[src/rtl/collision_lives_tracker_pkg.sv]
// Shared game definitions: screen limits, coordinate width, FSM state codes
// and the bounding-box struct used by every sprite-pair comparator.
package collision_lives_tracker_pkg;

    localparam int COORD_W = 10;
    localparam int MAX_X   = 639;
    localparam int MAX_Y   = 479;

    // Game FSM encoding, kept as plain constants so older blocks can share it
    localparam logic [1:0] ST_IDLE      = 2'd0;
    localparam logic [1:0] ST_PLAY      = 2'd1;
    localparam logic [1:0] ST_HIT       = 2'd2;
    localparam logic [1:0] ST_GAME_OVER = 2'd3;

    typedef logic [COORD_W-1:0] coord_t;

    typedef struct packed {
        coord_t x;  // left edge
        coord_t y;  // top edge
        coord_t w;  // width
        coord_t h;  // height
    } box_t;

endpackage

[src/rtl/collision_lives_tracker_box_overlap.sv]
// Combinational axis-aligned box overlap test. Edges are summed one bit wider
// than the coordinates so right/bottom edges never wrap. Touching edges do not
// count as overlap (strict compares).
module box_overlap
    import collision_lives_tracker_pkg::*;
(
    input  box_t box_a,
    input  box_t box_b,
    output logic overlap
);

    logic [COORD_W:0] a_right, a_bottom, b_right, b_bottom;

    // Far edges in 11 bits, then the four strict separating-axis compares
    always_comb begin
        a_right  = {1'b0, box_a.x} + {1'b0, box_a.w};
        a_bottom = {1'b0, box_a.y} + {1'b0, box_a.h};
        b_right  = {1'b0, box_b.x} + {1'b0, box_b.w};
        b_bottom = {1'b0, box_b.y} + {1'b0, box_b.h};
        overlap  = ({1'b0, box_b.x} < a_right)  &&
                   ({1'b0, box_a.x} < b_right)  &&
                   ({1'b0, box_b.y} < a_bottom) &&
                   ({1'b0, box_a.y} < b_bottom);
    end

endmodule

[src/rtl/collision_lives_tracker.sv]
// Player/obstacle collision detector plus lives and dodge-score keeping.
// Drives the collision level back to the obstacle mover and the status bits
// consumed by the renderer.
module collision_lives_tracker
    import collision_lives_tracker_pkg::*;
#(
    parameter logic [3:0] LIVES_INIT = 4'd3,
    parameter int         SCORE_W    = 10
) (
    input  logic               clk,
    input  logic               rst,
    input  logic               game_en,
    input  logic               start,
    input  logic [9:0]         player_x_pos,
    input  logic [9:0]         player_y_pos,
    input  logic [9:0]         player_width,
    input  logic [9:0]         player_height,
    input  logic [9:0]         obstacle_x_pos,
    input  logic [9:0]         obstacle_y_pos,
    input  logic [9:0]         obstacle_width,
    input  logic [9:0]         obstacle_height,
    output logic               collision,
    output logic [3:0]         lives,
    output logic [SCORE_W-1:0] score,
    output logic               play_active,
    output logic               game_over
);

    box_t       player_box, obstacle_box;
    logic       overlap, overlap_q;
    logic [1:0] state;
    coord_t     prev_y;
    logic       hit_tick;   // suppresses the score for the respawn wrap after a hit
    logic       rearm;      // overlap must clear once before the next hit counts
    logic       take_hit;
    logic       wrapped;

    assign player_box   = '{x: player_x_pos,   y: player_y_pos,
                            w: player_width,   h: player_height};
    assign obstacle_box = '{x: obstacle_x_pos, y: obstacle_y_pos,
                            w: obstacle_width, h: obstacle_height};

    box_overlap u_overlap (
        .box_a   (player_box),
        .box_b   (obstacle_box),
        .overlap (overlap)
    );

    assign take_hit    = (state == ST_PLAY) && overlap_q && rearm;
    assign wrapped     = obstacle_y_pos < prev_y;
    assign play_active = (state == ST_PLAY) || (state == ST_HIT);
    assign game_over   = (state == ST_GAME_OVER);

    // Register the overlap so the FSM sees a clean one-clock-late level
    always_ff @(posedge clk) begin
        if (rst) overlap_q <= 1'b0;
        else     overlap_q <= overlap;
    end

    // Game FSM with lives/score counters and the collision handshake
    always_ff @(posedge clk) begin
        if (rst) begin
            state     <= ST_IDLE;
            collision <= 1'b0;
            lives     <= 4'd0;
            score     <= '0;
            prev_y    <= '0;
            hit_tick  <= 1'b0;
            rearm     <= 1'b1;
        end else begin
            // Wrap detection history and hit_tick expiry run in every state;
            // the HIT exit below overrides hit_tick when both happen.
            if (game_en) begin
                prev_y   <= obstacle_y_pos;
                hit_tick <= 1'b0;
            end
            case (state)
                ST_IDLE, ST_GAME_OVER: begin
                    if (start) begin
                        state <= ST_PLAY;
                        lives <= LIVES_INIT;
                        score <= '0;
                        rearm <= 1'b1;
                    end
                end
                ST_PLAY: begin
                    if (take_hit) begin
                        state     <= ST_HIT;
                        collision <= 1'b1;
                        lives     <= lives - 4'd1;
                        rearm     <= 1'b0;
                    end else begin
                        if (!overlap_q) rearm <= 1'b1;
                        if (game_en && wrapped && !hit_tick && !(&score))
                            score <= score + 1'b1;
                    end
                end
                ST_HIT: begin
                    // The mover samples collision on this tick; release after it
                    if (game_en) begin
                        collision <= 1'b0;
                        hit_tick  <= 1'b1;
                        state     <= (lives == 4'd0) ? ST_GAME_OVER : ST_PLAY;
                    end
                end
                default: state <= ST_IDLE;
            endcase
        end
    end

endmodule
[config.mk]
export PLATFORM = sky130hd
export DESIGN_NAME = collision_lives_tracker
export DESIGN_NICKNAME = d
export VERILOG_FILES = /design/src/rtl/collision_lives_tracker_pkg.sv /design/src/rtl/collision_lives_tracker_box_overlap.sv /design/src/rtl/collision_lives_tracker.sv
export SDC_FILE = /design/constraint.sdc
export NUM_CORES = 1
export LEC_CHECK = 0
export ABC_AREA = 1
export CORE_AREA = 8 8 138 89
export DETAILED_ROUTE_END_ITERATION = 10
export DIE_AREA = 0 0 146 97
export PLACE_DENSITY_LB_ADDON = 0.3
export SLEW_MARGIN = 10
export SYNTH_ARGS = -nofsm -noshare
export SYNTH_HDL_FRONTEND = slang
export SYNTH_SLANG_ARGS = --single-unit
[constraint.sdc]
create_clock -name clk -period 3.2 [get_ports clk]
set_clock_uncertainty 0.05 [all_clocks]
set_input_delay 0.48 -clock clk [delete_from_list [all_inputs] [get_ports clk]]
set_output_delay 0.48 -clock clk [all_outputs]
set_load 0.02 [all_outputs]
# After elaboration in Yosys (flattened, before gate mapping)
# Cells that the tools add are included.
[classes]
add_sub_neg = 6
n_lt_le_gt_ge = 5
n_eq_ne = 9
muxes = 22
n_reduce_logical = 22
[ops]
columns = ["op", "n"]
rows = [
  ["$add 10x10->11", 4],
  ["$lt 10x11->1", 4],
  ["$mux 10", 3],
  ["$pmux 10 s2", 1],
  ["$reduce_and 3->1", 4],
  ["$add 10x1->10 const B", 1],
  ["$lt 10x10->1", 1],
  ["$reduce_and 10->1", 1],
  ["$logic_and 1x1->1", 8],
  ["$mux 1", 8],
  ["$mux 2", 4],
  ["$mux 4", 2],
  ["$ne 2x2->1 const B", 4],
  ["$pmux 4 s2", 1],
  ["$pmux 2 s3", 1],
  ["$eq 2x2->1 const B", 2],
  ["$logic_not 4->1", 1],
  ["$pmux 1 s2", 2],
  ["$reduce_and 4->1", 1],
  ["$reduce_bool 2->1", 2],
  ["$sub 4x1->4 const B", 1],
  ["$ne 3x3->1 const B", 1],
  ["$eq 2x1->1 const B", 1],
  ["$logic_not 1->1", 2],
  ["other kinds (4)", 4],
]
[word_totals]
reg_bits = 30
inputBits = 84
out_inout_bits = 17
wordCells = 72

# Longest topological paths before layout
[depth]
word_depth = 7
ltp_mapped = 19
depth_no_buf = 19

# Modules after synthesis
# From an unflattened synthesis, not the netlist that was laid out.
[hier_totals]
cells_unflattened = 655
area_unflattened_um2 = 4391.7
[by_module_without_submodules]
columns = ["module", "n_inst", "cells_per_inst", "area_per_inst_um2", "seq_area_each_um2"]
rows = [
  ["box_overlap", 1, 410, 2662.6, 0.0],
  ["collision_lives_tracker", 1, 245, 1729.2, 600.6],
]

# Worst setup path before layout
# OpenSTA, ideal clock, no wires.
[synth_timing]
path_kind = "in2reg"
from = "input player_x_pos[0]"
to = "register overlap_q"
setup_time_ps = 64
arrival_ps = 2513
required_ps = 3086
path_slack_ps = 573
cell_stages = 19
n_path_buf = 0
cell_sequence = "ha_1 > fa_1 > nand3_1 > nand2_1 > a21oi_1 > o21ai_1 > xor2_1 > ha_1 > nand2_1 > inv_1 > a21oi_1 > nand2_1 > nand2_1 > nand2_1 > nand2_1 > nand2_1 > nand3_1 > nand2_1 > nor2_1"
[synth_between]
elab_chain_len = 5
word_cells_on_any_way = 6
cone_classes = "add/sub: 1; order compare: 2; reduce/logical: 3"
[synth_rtl]
columns = ["element", "line_no", "text"]
rows = [
  ["start, declared", "collision_lives_tracker.sv:14", "input logic [9:0] player_x_pos,"],
  ["$add 10x10->11", "collision_lives_tracker_box_overlap.sv:16", "a_right = {1'b0, box_a.x} + {1'b0, box_a.w};"],
  ["$lt 10x11->1", "collision_lives_tracker_box_overlap.sv:20", "overlap = ({1'b0, box_b.x} < a_right) &&"],
  ["$logic_and 1x1->1 *", "collision_lives_tracker_box_overlap.sv:20", ""],
  ["$logic_and 1x1->1 *", "collision_lives_tracker_box_overlap.sv:21", "({1'b0, box_a.x} < b_right) &&"],
  ["$logic_and 1x1->1 *", "collision_lives_tracker_box_overlap.sv:22", "({1'b0, box_b.y} < a_bottom) &&"],
  ["end signal, assigned", "collision_lives_tracker.sv:57", "else overlap_q <= overlap;"],
  ["end, declared", "collision_lives_tracker.sv:30", "logic overlap, overlap_q;"],
]
# Mark *: on every way between the ends. The rest lies on a longest branch, timed or not.
# A chain may end at the register's enable or synchronous reset.

# Final worst setup path
[layout_timing]
from = "input obstacle_y_pos[0]"
to = "register overlap_q"
[layout_between]
elab_chain_len = 3
word_cells_on_any_way = 5
cone_classes = "add/sub: 1; order compare: 2; reduce/logical: 2"
[layout_rtl]
columns = ["element", "line_no", "text"]
rows = [
  ["start, declared", "collision_lives_tracker.sv:19", "input logic [9:0] obstacle_y_pos,"],
  ["$add 10x10->11 or $lt 10x11->1 (tied branches)", "collision_lives_tracker_box_overlap.sv:19, collision_lives_tracker_box_overlap.sv:22", ""],
  ["$lt 10x11->1 or $logic_and 1x1->1 (tied branches)", "collision_lives_tracker_box_overlap.sv:23, collision_lives_tracker_box_overlap.sv:21", ""],
  ["$logic_and 1x1->1 *", "collision_lives_tracker_box_overlap.sv:22", ""],
]
# Marks and branches as above.

==> impl_metrics.tcl <==
set metrics [dict create \
    outcome "completed" \
    worstPathMaxFanout 2 \
    fin_tns_setup_ps 0 \
    p_leak_uw 0.002815 \
    postPlaceCellArea_um2 5593 \
    r2r_start "state[1]" \
    start_kind "primary input" \
    hp-class "reg -> reg" \
    fin_crit_sh_pct 93.36 \
    crit_type "in -> reg" \
    drt_iter0_markers 217 \
    hp-start "prev_y[5]" \
    diodes 0 \
    cts_tree "yes" \
    core-area_um2 10230 \
    cts.sinks 30 \
    powerDensity_nw_per_um2 497.2 \
    clk_latency_ps 280 \
    syn_to_final_growth_pct 32.33 \
    drv_cap 0 \
    ys_seq_area_share_pct 13.78 \
    syn_avg_cell_area_um2 6.736 \
    postSynthCellCount 647 \
    fin_crit_ps 2988 \
    portBuffers 100 \
    grt_pass1_vias 4695 \
    p_total_uw 2867 \
    drt-pass1-iter-count 4 \
    row_count 29 \
    cts-root-buf "clkbuf_16" \
    rsz0062_at_grt "no" \
    slew_headroom_pct 47.85 \
    synth_cell_types 39 \
    synth_area_um2 4358 \
    initial_core_util_pct 42.59 \
    stdcell_area_um2 5767 \
    slew_violations 0 \
    yosysWarnings 0 \
    die_x_um 146 \
    hold_viol_final 0 \
    clockBufferDepth 2 \
    post-cts-setup-buffers 0 \
    fp.dieH_um 97 \
    die_area_um2 14160 \
    cts.htree.levels 2 \
    ant_nets 0 \
    end_kind "register" \
    setup_violations 0 \
    nNetsFinal 942 \
    crit_start "obstacle_y_pos[0]" \
    worstMarginPinSlew_ps 781.3 \
    num-fill-cells 986 \
    fmax_ghz 0.3347 \
    synth_seq_cells 30 \
    ir_drop_mv 0.3600 \
    numCtsBuffers 5 \
    antenna_found_initial 0 \
    grt_pass1_wl_um 21270 \
    grt_max_degree 26 \
    wire_per_inst_um 13.74 \
    clkSlewWorstSetupHoldPaths_ps 50 \
    drc_errors 0 \
    pin_count 101 \
    cp.arrival_ps 3150 \
    syn-num-nets 827 \
    vias 4590 \
    overflow 0 \
    vias_per_cell 5.089 \
    routed_wirelength_um 12390 \
    layout-drive-gt1-share_pct 6.815 \
    routabilityCongestion 0.8966 \
    cp.required_ps 3370 \
    grtUsageTotal_pct 17.35 \
    fin_util_pct 56.36 \
    place_hpwl_um 10640 \
]
-- cells in the final DEF, fill, tap and decap left out, drive strengths merged, types with 2 or more instances in the layout --
master and n:
nand3 39, xnor2 9, clkinv 3, a21o 7, buf 15, clkbuf 5, a21oi 66, ha 92
nand2 168, clkdlybuf4s50 100, o21bai 3, o21ai 23, nand4 8, nor3 8, nor2 57, or2 2
inv 82, fa 4, a31oi 8, xor2 24, dfxtp 30, o211ai 2
-- synth_stat cells, drive strengths merged --
| cell | count | area, um2 |
|---|---|---|
| o31ai | 1 | 7.510 |
| nand3 | 39 | 220.2 |
| o211ai | 2 | 15.01 |
| a31o | 1 | 8.760 |
| nor3 | 8 | 45.04 |
| dfxtp | 30 | 600.6 |
| o21ai | 23 | 115.1 |
| xnor2 | 9 | 78.83 |
| nand2 | 168 | 663.1 |
| nor4 | 1 | 6.260 |
| ha | 92 | 1151 |
| or2 | 2 | 12.51 |
| nor2 | 57 | 239.0 |
| o21a | 1 | 7.510 |
| a31oi | 8 | 50.05 |
| xor2 | 24 | 210.2 |
| inv | 82 | 307.8 |
| nand3b | 1 | 7.510 |
| a211oi | 1 | 7.510 |
| a21oi | 66 | 330.3 |
| clkbuf | 3 | 11.26 |
| a21o | 7 | 52.55 |
| clkinv | 1 | 3.750 |
| fa | 4 | 80.08 |
| buf | 4 | 41.29 |
| nand4 | 8 | 56.30 |
| o21bai | 3 | 22.52 |
| and3 | 1 | 6.260 |
-- per-layer routing --
metal	GRT usage (%)	share of wire (%)	vias to the layer above
met3	3.860	4.9	22
met2	28.52	43	116
met5	0	0	-
met1	22.65	51	2078
li1	-	-	2374
met4	4.019	1.8	0
-- through the flow --
step           hold slack (ps)  setup WS, ps  instances
5_1_grt                  439.8        0.2465        902
3_3_place_gp             397.8         46.79        894
4_1_cts                  414.7         230.9        902
6_report                 411.5         212.4        902
2_1_floorplan            386.8         572.9        647
3_5_place_dp             407.5        -32.37        894
-- sequential cells by signal, indices dropped and copies added (netlist names), named ones only --
register,flops
collision,1
rearm,1
score,10
state,2
prev_y,10
overlap_q,1
lives,4
-- kinds of logic after synthesis --
kind of cell,count (synthesis),share of synthesized area [%]
XOR/XNOR,33,6.632
flip-flops,30,13.78
AO/OA/AOI/OAI,113,14.15
AND/OR/NAND/NOR,285,28.83
buffers and inverters,90,8.355
adder cells (fa/ha/maj),96,28.25
-- power by group --
part	total (uW)	leakage (uW)	switching [uW]	internal, uW
registers	587	0.000247	111	476
logic	1750	0.00248	1010	736
clock network	530	0.0000836	166	363
-- critical path, stage by stage --
cell	delay [ps]
clkdlybuf4s50_1	440
ha_1	250
fa_1	400
inv_1	80
nor2_1	40
nor2_1	170
buf_4	160
o21ai_1	70
xor2_1	170
ha_1	310
a21oi_1	160
nand2_1	90
nand2_1	80
nand2_1	50
nand2_1	50
nand2_1	50
nor2_1	90
-- worst paths after layout --
path,to,slack (ps),depth (start not counted)
setup / recovery,overlap_q,210,17
hold / removal,prev_y[5],410,2
setup reg to reg,lives[3],1120,11
hold reg to reg,prev_y[5],410,2
-- repair_timing --
action                                  in CTS  in global routing
endpoints found under the setup margin       0                  1
gates resized for setup                      0                  3
hold buffers                                 0                  0
-- layout make-up --
cell class / instances / area [um2] / area share [%]
clock buffers: 5 / 125.1 / 2.170
clock inverters: 3 / 40.04 / 0.6943
inverters: 83 / 311.5 / 5.402
multi-input cells: 527 / 3402 / 58.99
flip-flops and latches: 30 / 600.6 / 10.41
well taps: 139 / 173.9 / 3.016
repair buffers: 115 / 1114 / 19.31
Note: power is estimated with default switching activity, not from simulation.
